## src/rtl/dmem_sram_bridge_pkg.sv

```systemverilog
// Shared types and constants for the memory-stage to SRAM-bus bridge.
// State encoding, bus size codes and the legal store strobe patterns.
package dmem_sram_bridge_pkg;

  typedef enum logic [2:0] {
    StIdle,
    StReq,
    StWait,
    StDone,
    StDrain
  } state_e;

  localparam logic [1:0] SIZE_BYTE = 2'd0;
  localparam logic [1:0] SIZE_HALF = 2'd1;
  localparam logic [1:0] SIZE_WORD = 2'd2;

  localparam logic [3:0] STRB_NONE = 4'b0000;
  localparam logic [3:0] STRB_B0   = 4'b0001;
  localparam logic [3:0] STRB_B1   = 4'b0010;
  localparam logic [3:0] STRB_B2   = 4'b0100;
  localparam logic [3:0] STRB_B3   = 4'b1000;
  localparam logic [3:0] STRB_H0   = 4'b0011;
  localparam logic [3:0] STRB_H1   = 4'b1100;
  localparam logic [3:0] STRB_W    = 4'b1111;
  // Three-byte strobes come from unaligned swl/swr and go out as a word access.
  localparam logic [3:0] STRB_L3   = 4'b0111;
  localparam logic [3:0] STRB_U3   = 4'b1110;

endpackage

```

## src/rtl/dmem_size_decode.sv

```systemverilog
// Combinational strobe decode: legality, bus size and low address bits.
// Loads (all-zero strobe) pass the requested load size straight through.
module dmem_size_decode
  import dmem_sram_bridge_pkg::*;
(
  input  logic [3:0] wen_i,
  input  logic [1:0] ld_sz_i,
  input  logic [1:0] addr_lo_i,
  output logic       legal_o,
  output logic [1:0] size_o,
  output logic [1:0] addr_lo_o
);

  always_comb begin
    legal_o   = 1'b1;
    size_o    = ld_sz_i;
    addr_lo_o = addr_lo_i;
    case (wen_i)
      STRB_NONE: ;
      STRB_B0, STRB_B1, STRB_B2, STRB_B3: size_o = SIZE_BYTE;
      STRB_H0, STRB_H1:                   size_o = SIZE_HALF;
      STRB_W:                             size_o = SIZE_WORD;
      STRB_L3, STRB_U3: begin
        size_o    = SIZE_WORD;
        addr_lo_o = 2'b00;
      end
      default: legal_o = 1'b0;
    endcase
  end

endmodule

```

## src/rtl/dmem_sram_bridge.sv

```systemverilog
// Issues one SRAM-bus access per memory-stage instruction and stalls until it completes.
// Cancelled accesses whose address phase was accepted are drained before the next issue.
module dmem_sram_bridge
  import dmem_sram_bridge_pkg::*;
#(
  parameter int unsigned ADDR_W = 32,
  parameter int unsigned DATA_W = 32
) (
  input  logic              clk,
  input  logic              rst,
  input  logic              acc_valid,
  input  logic [3:0]        acc_wen,
  input  logic [1:0]        acc_ld_sz,
  input  logic [ADDR_W-1:0] acc_addr,
  input  logic [DATA_W-1:0] acc_wdata,
  input  logic              ms_advance,
  input  logic              cancel,
  output logic              mem_stall,
  output logic [DATA_W-1:0] ld_rdata,
  output logic              data_req,
  output logic              data_wr,
  output logic [1:0]        data_size,
  output logic [ADDR_W-1:0] data_addr,
  output logic [DATA_W-1:0] data_wdata,
  output logic [3:0]        data_wstrb,
  input  logic              addr_ok,
  input  logic              data_ok,
  input  logic [DATA_W-1:0] rdata
);

  state_e            state_q, state_d;
  logic              data_req_q, data_req_d;
  logic              data_wr_q, data_wr_d;
  logic [1:0]        data_size_q, data_size_d;
  logic [ADDR_W-1:0] data_addr_q, data_addr_d;
  logic [DATA_W-1:0] data_wdata_q, data_wdata_d;
  logic [3:0]        data_wstrb_q, data_wstrb_d;
  logic [DATA_W-1:0] ld_rdata_q, ld_rdata_d;

  logic       dec_legal;
  logic [1:0] dec_size;
  logic [1:0] dec_addr_lo;
  logic       issue;

  dmem_size_decode u_size_decode (
    .wen_i     (acc_wen),
    .ld_sz_i   (acc_ld_sz),
    .addr_lo_i (acc_addr[1:0]),
    .legal_o   (dec_legal),
    .size_o    (dec_size),
    .addr_lo_o (dec_addr_lo)
  );

  assign issue = acc_valid & ~cancel & dec_legal;

  always_comb begin
    state_d      = state_q;
    data_req_d   = data_req_q;
    data_wr_d    = data_wr_q;
    data_size_d  = data_size_q;
    data_addr_d  = data_addr_q;
    data_wdata_d = data_wdata_q;
    data_wstrb_d = data_wstrb_q;
    ld_rdata_d   = ld_rdata_q;
    unique case (state_q)
      StIdle: begin
        if (issue) begin
          state_d      = StReq;
          data_req_d   = 1'b1;
          data_wr_d    = |acc_wen;
          data_size_d  = dec_size;
          data_addr_d  = {acc_addr[ADDR_W-1:2], dec_addr_lo};
          data_wdata_d = acc_wdata;
          data_wstrb_d = acc_wen;
        end
      end
      StReq: begin
        // Request fields stay frozen until the bus takes the address phase.
        if (addr_ok) begin
          data_req_d = 1'b0;
          state_d    = cancel ? StDrain : StWait;
        end else if (cancel) begin
          data_req_d = 1'b0;
          state_d    = StIdle;
        end
      end
      StWait: begin
        if (data_ok) begin
          if (cancel) begin
            state_d = StIdle;
          end else begin
            state_d = StDone;
            if (!data_wr_q) ld_rdata_d = rdata;
          end
        end else if (cancel) begin
          state_d = StDrain;
        end
      end
      StDone: begin
        if (ms_advance || cancel) state_d = StIdle;
      end
      StDrain: begin
        if (data_ok) state_d = StIdle;
      end
      default: state_d = StIdle;
    endcase
  end

  always_ff @(posedge clk) begin
    if (rst) begin
      state_q      <= StIdle;
      data_req_q   <= 1'b0;
      data_wr_q    <= 1'b0;
      data_size_q  <= 2'b00;
      data_addr_q  <= '0;
      data_wdata_q <= '0;
      data_wstrb_q <= 4'b0000;
      ld_rdata_q   <= '0;
    end else begin
      state_q      <= state_d;
      data_req_q   <= data_req_d;
      data_wr_q    <= data_wr_d;
      data_size_q  <= data_size_d;
      data_addr_q  <= data_addr_d;
      data_wdata_q <= data_wdata_d;
      data_wstrb_q <= data_wstrb_d;
      ld_rdata_q   <= ld_rdata_d;
    end
  end

  assign mem_stall = ((state_q == StIdle) & acc_valid & ~cancel)
                   | (state_q == StReq)
                   | ((state_q == StWait) & ~cancel)
                   | ((state_q == StDrain) & acc_valid & ~cancel);

  assign data_req   = data_req_q;
  assign data_wr    = data_wr_q;
  assign data_size  = data_size_q;
  assign data_addr  = data_addr_q;
  assign data_wdata = data_wdata_q;
  assign data_wstrb = data_wstrb_q;
  assign ld_rdata   = ld_rdata_q;

endmodule

```

## config.mk

```make
export PLATFORM = sky130hd
export DESIGN_NAME = dmem_sram_bridge
export DESIGN_NICKNAME = d
export VERILOG_FILES = /design/src/rtl/dmem_sram_bridge_pkg.sv /design/src/rtl/dmem_size_decode.sv /design/src/rtl/dmem_sram_bridge.sv
export SDC_FILE = /design/constraint.sdc
export NUM_CORES = 1
export LEC_CHECK = 0
export BUFFER_PORTS_ARGS = -buffer_cell sky130_fd_sc_hd__buf_2
export CELL_PAD_IN_SITES_DETAIL_PLACEMENT = 2
export CELL_PAD_IN_SITES_GLOBAL_PLACEMENT = 2
export CORE_MARGIN = 2
export CORE_UTILIZATION = 24
export DETAILED_ROUTE_END_ITERATION = 12
export PLACE_DENSITY = 0.82
export SLEW_MARGIN = 20
export SYNTH_ARGS = -nofsm -noshare
export SYNTH_HDL_FRONTEND = slang
export SYNTH_SLANG_ARGS = --single-unit
```

## constraint.sdc

```tcl
create_clock -name clk -period 2.13 [get_ports clk]
set_input_delay 0.3195 -clock clk [delete_from_list [all_inputs] [get_ports clk]]
set_output_delay 0.3195 -clock clk [all_outputs]
set_load 0.1 [all_outputs]
```

# After elaboration in Yosys (flattened, before gate mapping)
# Cells that the tools add are included.
[word_totals] reg_bits=107 inputBits=109 output_inout_bits=105 word_cells=69
[classes] eq_ne=18 muxes=17 bitwise_logic=12 reduce_logical=14
[op_table] operator="3-bit two-way mux" count=8
[op_table] operator="4-bit == test, second input constant" count=4
[op_table] operator="3-bit one-hot mux with 5 select lines" count=1
[op_table] operator="10-bit OR reduction" count=1
[op_table] operator="4-bit by 2-bit == test with 1-bit output, second input constant" count=2
[op_table] operator="4-bit by 3-bit == test with 1-bit output, second input constant" count=2
[op_table] operator="4-bit OR reduction" count=2
[op_table] operator="1-bit bitwise AND" count=7
[op_table] operator="3-bit by 2-bit == test with 1-bit output, second input constant" count=2
[op_table] operator="2-bit inequality test, second input constant" count=3
[op_table] operator="3-bit inequality test, second input constant" count=2
[op_table] operator="2-bit one-hot mux with 3 select lines" count=1
[op_table] operator="5-bit AND reduction" count=1
[op_table] operator="4-bit by 1-bit == test with 1-bit output, second input constant" count=1
[op_table] operator="4-bit logical NOT" count=1
[op_table] operator="1-bit two-way mux" count=4
[op_table] operator="2-bit two-way mux" count=2
[op_table] operator="4-bit AND reduction" count=1
[op_table] operator="2-bit OR reduction" count=2
[op_table] operator="3-bit by 1-bit == test with 1-bit output, second input constant" count=1
[op_table] operator="3-bit == test, second input constant" count=1
[op_table] operator="3-bit logical NOT" count=1
[op_table] operator="1-bit bitwise OR" count=3
[op_table] operator="3-bit AND reduction" count=1
[op_table] operator="other kinds (6)" count=7

# Logic depth before layout (Yosys ltp)
# Gate-level depths: netlist of the first run.
[logic_depth] ltp_word=6 ltp_mapped=7 ltp_nobuf=4

# Modules after synthesis
# A second synthesis of the first run with hierarchy kept.
[unflattened] cells_unflattened=513 hier_area_um2=4096.4
[modules_own_cells] module="dmem_sram_bridge" instances=1 cells_each=485 area_each_um2=3887.5 seq_area_each_um2=2142.1
[modules_own_cells] module="dmem_size_decode" instances=1 cells_each=28 area_each_um2=209.0 seq_area_each_um2=0.0

# Least setup slack after synthesis of the first run
# No wires, ideal clock.
[synth_timing] path_type="reg-to-output" startpoint="register state_q[0]" endpoint="output port mem_stall" arrival_time_ps=2775 required_time_ps=1811 setup_slack_ps=-965 path_stages_with_launch=6 n_path_buf=1 cell_sequence="dfxtp_1 -> buf_6 -> nand2b_4 -> nor2_1 -> a21oi_1 -> o21ai_0"
[synth_between] elab_chain_cells=6 elab_cells_between_ends=12 classes_between="eq/ne: 3; bitwise: 8; reduce/logical: 1"
[synth_rtl] element="from (decl)" line_no="dmem_sram_bridge.sv:31" source="state_e state_q, state_d;"
[synth_rtl] element="from (signal assigned)" line_no="dmem_sram_bridge.sv:111" source="state_q <= StIdle;"
[synth_rtl] element="from (signal assigned)" line_no="dmem_sram_bridge.sv:120" source="state_q <= state_d;"
[synth_rtl] element="3-bit logical NOT" line_no="dmem_sram_bridge.sv:131" source="assign mem_stall = ((state_q == StIdle) & acc_valid & ~cancel)"
[synth_rtl] element="1-bit bitwise AND (2 in series)" line_no="dmem_sram_bridge.sv:131"
[synth_rtl] element="1-bit bitwise OR" line_no="dmem_sram_bridge.sv:132" source="| (state_q == StReq)"
[synth_rtl] element="1-bit bitwise OR" line_no="dmem_sram_bridge.sv:133" source="| ((state_q == StWait) & ~cancel)"
[synth_rtl] element="1-bit bitwise OR (*)" line_no="dmem_sram_bridge.sv:134" source="| ((state_q == StDrain) & acc_valid & ~cancel);"
[synth_rtl] element="to (decl)" line_no="dmem_sram_bridge.sv:18" source="output logic mem_stall,"
# Mark *: on every way between the ends. The rest lies on a longest branch, timed or not.

# Worst setup path in the final report of the first run
[layout_timing] startpoint="register state_q[1]" endpoint="output port mem_stall"
# Same word-level chain as after synthesis.

==> results of run 1 <==
## worst max-delay path: stages (launching register included)
cell and delay, ns:
dfxtp_1 0.56, nand2b_4 0.12, nor2_1 0.10, a21oi_1 0.06, o21ai_2 0.13, clkbuf_4 0.34
## final cells by class
class	count	area share
Inverter	3	0.00194
Sequential cell	107	0.369
Clock inverter	3	0.0118
Timing Repair Buffer	227	0.205
Tap cell	225	0.0485
Multi-Input combinational cell	358	0.320
Clock buffer	13	0.0448
## power by group
group	total (mW)	switching [mW]	internal [mW]
Sequential	2.09	0.0320	2.06
Clock	1.86	0.759	1.10
Combinational	0.942	0.736	0.206
## routing by layer
layer | GRT usage | vias up
met5 | 0 | -
met4 | 0.0561 | 0
met3 | 0.0548 | 15
met2 | 0.314 | 146
met1 | 0.196 | 2232
li1 | - | 2192
## logic make-up after synthesis
group,after synthesis,synth area share
buffers and inverters,57,0.0648
and+or+nand+nor,160,0.180
DFF,107,0.505
xor gates and xnor gates,1,0.00206
AOI/OAI and AO/OA,194,0.241
muxes,3,0.00796
## cell usage in the layout, fill, tap and decap left out, drive strengths merged
cell type	n
buf	226
a21oi	109
dfxtp	107
o21ai	72
nand3	71
nand2	67
clkbuf	14
nor2	6
inv	4
mux2	3
a311oi	2
nor2b	2
nand3b	2
o21bai	2
nand4	2
bufinv	2
nor4b	2
or4	2
nand2b	1
a21boi	1
o221ai	1
and3	1
o221a	1
or4b	1
or3	1
a31oi	1
a211oi	1
a221oi	1
o211a	1
o41ai	1
o2bb2ai	1
nor3	1
or2	1
xor2	1
## final timing paths
check,endpoint,slack (ns)
max,mem_stall,0.14
min,state_q[1],0.19
max reg2reg,data_size[1],0.32
min reg2reg,ld_rdata[31],0.46
## per-stage QoR
| step | power [mW] | instance area [um^2] | instances | hold slack, ns |
|---|---|---|---|---|
| after global routing | 5.12 | 5810 | 936 | 0.177 |
| after global placement | 3.05 | 5480 | 920 | 0.439 |
| after floorplan | 2.80 | 4250 | 522 | 0.437 |
| final | 4.89 | 5810 | 936 | 0.185 |
| after CTS | 4.98 | 5810 | 936 | 0.167 |
| after detailed placement | 3.09 | 5480 | 920 | 0.449 |
## registers in the layout, indices dropped and copies added, names as in the netlist
name,cells
data_wdata,32
state_q,3
data_size,2
data_req,1
data_wr,1
data_wstrb,4
ld_rdata,32
data_addr,32
## what timing repair did
action / 4_1_cts / 5_1_grt
endpoints found under the hold margin: 0 / 0
setup endpoints to repair: 0 / 1
buffers inserted: 0 / 0
gates resized for setup: 0 / 1
==> results.sh, run 1 <==
export IMPL_dieWidth_um=137
export IMPL_rows=48
export IMPL_hold_buffers=0
export IMPL_first_pass_iters=4
export IMPL_seq_area_frac_synth=0.505
export IMPL_clock_path_buffers=2
export IMPL_cts_buffers=9
export IMPL_drt_wl_total_um=16600
export IMPL_yosysTopAreaCellShare=0.505
export IMPL_synth_most_common_cell="a21oi_1"
export IMPL_skew_ns=0.00892
export IMPL_fin_util=0.336
export IMPL_ys_ff_latch=107
export IMPL_vdd_ir_drop_max_v=0.000353
export IMPL_wl_met1_um=6770
export IMPL_drc=0
export IMPL_multi_input_area_um2=1860
export IMPL_dp_slack_ns=0.00488
export IMPL_port_buffers=213
export IMPL_cp_end_kind="output pin"
export IMPL_slew_headroom=0.647
export IMPL_critPathArrivalTime_ns=1.67
export IMPL_crit_path_start_kind="register"
export IMPL_layout_nets=815
export IMPL_fin_ws_ns=0.144
export IMPL_cts_root_buf="clkbuf_16"
export IMPL_tritoncts="built"
export IMPL_finalCriticalPeriod_ns=1.99
export IMPL_overflow=0
export IMPL_fmax_mhz=504
export IMPL_synth_largest_area_cell="dfxtp_1"
export IMPL_die_height_um=137
export IMPL_mappedNetlistArea_um2=4250
export IMPL_grt_usage=0.175
export IMPL_synth_area_per_cell_um2=8.13
export IMPL_dp_hpwl_um=12100
export IMPL_p_per_area_nw_per_um2=842
export IMPL_io_pins=214
export IMPL_top_layer_used="met4"
export IMPL_wl_per_cell_um=17.7
export IMPL_synth_net_count=631
export IMPL_crit_path_max_fanout=9
export IMPL_leakagePower_nw=2.47
export IMPL_clk_pin_slew_ns=0.07
export IMPL_synthToLayoutAreaGrowth_pct=36.8
export IMPL_cp_startpoint="state_q[1]"
export IMPL_initial_core_util=0.245
export IMPL_clk_latency_ns=0.35
export IMPL_synth_cell_type_count=40
export IMPL_core_area_um2=17300
export IMPL_setup_viol=0
export IMPL_worst_pin_slew_ns=0.534
export IMPL_grt_pass1_wl_um=25700
export IMPL_tns_ns=0
export IMPL_met3_length_um=1340
export IMPL_hp_class="input port to register"
export IMPL_worstHoldStart="ms_advance"
export IMPL_drt_iter0_markers=152
export IMPL_gp_congestion=0.786
export IMPL_drive_above_1_share=0.359
export IMPL_synthArstFlopShare=0
export IMPL_grt_antenna_before_repair=0
export IMPL_die_area_um2=18800
export IMPL_synth_area_top_cells="dfxtp_1, a21oi_1, nand3_1"
export IMPL_cts_num_sinks=107
export IMPL_status="complete, no violations"
export IMPL_final_seq_area_um2=2140
export IMPL_r2r_cells=4
export IMPL_timing_rr_start="state_q[1]"
export IMPL_drv_cap=0
export IMPL_hold_viol=0
export IMPL_fin_crit_sh=0.932
export IMPL_grt_pass1_vias=4876
export IMPL_htree_levels=3
export IMPL_synth_ff_type="dfxtp_1"
export IMPL_critical_path_required_ns=1.81
export IMPL_ant_nets=0
export IMPL_grt_max_degree=51
export IMPL_postSynthCellCount=522
export IMPL_wl_met2_um=8190
export IMPL_rsz0062_at_grt="false"
export IMPL_yosys_top_cells_count="a21oi_1, dfxtp_1, nand3_1, o21ai_0, nand2_1"
export IMPL_ys_warn_count=0
export IMPL_diodes=0
export IMPL_drv_slew=0
export IMPL_synth_edff_count=0
export IMPL_fill_cells=2007
export IMPL_worstSetupPathType="register to output pin"
export IMPL_whs_path_depth=2
export IMPL_drt_vias_per_instance=4.90
export IMPL_via_count=4585
Power figures use the tool's default switching activity.
==> run 2: changes to the inputs <==
--- a/constraint.sdc
+++ b/constraint.sdc
@@ -3,2 +3,2 @@
 set_output_delay 0.3195 -clock clk [all_outputs]
-set_load 0.1 [all_outputs]
+set_load 0.01 [all_outputs]
==> run 2 against run 1 <==
Die area did not move. Wire length rose by 2.8%. Worst setup slack improved by 0.057 ns. Largest power group unchanged. Final area fell by 0.47%. Worst hold slack got worse by 0.0033 ns. Critical path type is now register to register. Largest cell class unchanged. Critical endpoint is now data_addr[13]. Clock skew rose by 0.00088 ns. Fmax rose by 2.9%.
==> results.sh, run 2 (synthesized netlist as in run 1, its figures left out) <==
export IMPL_status="complete, no violations"
export IMPL_dp_hpwl_um=12400
export IMPL_overflow=0
export IMPL_post_cts_resize_count=0
export IMPL_hp_class="input port to register"
export IMPL_drc=0
export IMPL_fin_ws_ns=0.201
export IMPL_synthToLayoutAreaGrowth_pct=36.2
export IMPL_wl_per_cell_um=18.1
export IMPL_crit_path_max_fanout=22
export IMPL_grt_max_degree=42
export IMPL_drt_iter0_markers=182
export IMPL_rsz0062_at_grt="false"
export IMPL_dp_slack_ns=0.149
export IMPL_critical_path_required_ns=2.41
export IMPL_tritoncts="built"
export IMPL_drt_vias_per_instance=4.95
export IMPL_drt_wl_total_um=17000
export IMPL_cp_end_kind="register"
export IMPL_drv_cap=0
export IMPL_grt_usage=0.178
export IMPL_tns_ns=0
export IMPL_initial_core_util=0.245
export IMPL_crit_path_start_kind="register"
export IMPL_clock_path_buffers=2
export IMPL_finalCriticalPeriod_ns=1.93
export IMPL_drive_above_1_share=0.360
export IMPL_vdd_ir_drop_max_v=0.000373
export IMPL_clk_latency_ns=0.35
export IMPL_via_count=4643
export IMPL_power_mw=4.38
export IMPL_hold_viol=0
export IMPL_layout_commonest_cell="buf_2"
export IMPL_dieWidth_um=137
export IMPL_fmax_mhz=518
export IMPL_ant_nets=0
export IMPL_rows=48
export IMPL_first_pass_iters=5
export IMPL_grt_antenna_before_repair=0
export IMPL_io_pins=214
export IMPL_cts_num_sinks=107
export IMPL_die_area_um2=18800
export IMPL_leakagePower_nw=2.46
export IMPL_drv_slew=0
export IMPL_skew_ns=0.00980
export IMPL_fill_cells=2017
export IMPL_htree_levels=3
export IMPL_core_area_um2=17300
export IMPL_cts_root_buf="clkbuf_16"
export IMPL_clk_pin_slew_ns=0.07
export IMPL_whs_path_depth=2
export IMPL_r2r_cells=5
export IMPL_port_buffers=213
export IMPL_worstSetupPathType="register to register"
export IMPL_grt_pass1_wl_um=25800
export IMPL_final_seq_area_um2=2140
export IMPL_worst_pin_slew_ns=0.505
export IMPL_critPathArrivalTime_ns=2.21
export IMPL_gp_congestion=0.776
export IMPL_fin_crit_sh=0.906
export IMPL_die_height_um=137
export IMPL_cts_buffers=9
export IMPL_cts_setup_buffers=0
export IMPL_multi_input_area_um2=1850
export IMPL_setup_viol=0
export IMPL_diodes=0
export IMPL_p_per_area_nw_per_um2=758
export IMPL_grt_pass1_vias=4992
export IMPL_mostFrequentLayoutCells="buf_2, a21oi_1, dfxtp_1"
export IMPL_layout_nets=817
export IMPL_slew_headroom=0.663
export IMPL_hold_buffers=0
run 2: path summary, 6_finish.rpt:
kind                   end  slack (ns)    startpoint
max          data_addr[13]        0.20    state_q[1]
min             state_q[1]        0.18    ms_advance
max reg2reg  data_addr[13]        0.20    state_q[1]
min reg2reg   ld_rdata[18]        0.46  ld_rdata[18]
run 2: layer usage:
layer	part of all wire	track usage
met2	0.50	0.321
met5	0	0
met1	0.41	0.200
met4	0.017	0.0613
met3	0.079	0.0496
run 2: per-stage QoR:
step / cell area (um^2) / instances / hold slack [ns] / util
global placement: 5480 / 922 / 0.438 / 0.317
finish: 5780 / 938 / 0.182 / 0.334
detailed placement: 5480 / 922 / 0.453 / 0.317
floorplan: 4250 / 522 / 0.437 / -
CTS: 5780 / 938 / 0.162 / 0.334
global route: 5780 / 938 / 0.187 / 0.334
run 2: area by class of cell:
| type | count | area share |
|---|---|---|
| multi-input combinational | 358 | 0.320 |
| sequential | 107 | 0.370 |
| timing repair buffer | 229 | 0.206 |
| inverter | 3 | 0.00195 |
| clock inverter | 4 | 0.00844 |
| tap | 225 | 0.0487 |
| clock buffer | 12 | 0.0444 |
run 2: critical path, stage by stage, from the launching register on:
cell     delay [ns]
dfxtp_1        0.43
nor2_2         0.23
and3_2         0.55
buf_4          0.32
nand3_1        0.12
a21oi_1        0.18
run 2: report_power, final:
part	total (mW)	switching [mW]	leakage, nW	internal (mW)
logic	0.542	0.339	1.44	0.204
registers	2.09	0.0327	0.867	2.06
clock network	1.75	0.774	0.153	0.976
total	4.38	1.15	2.46	3.24
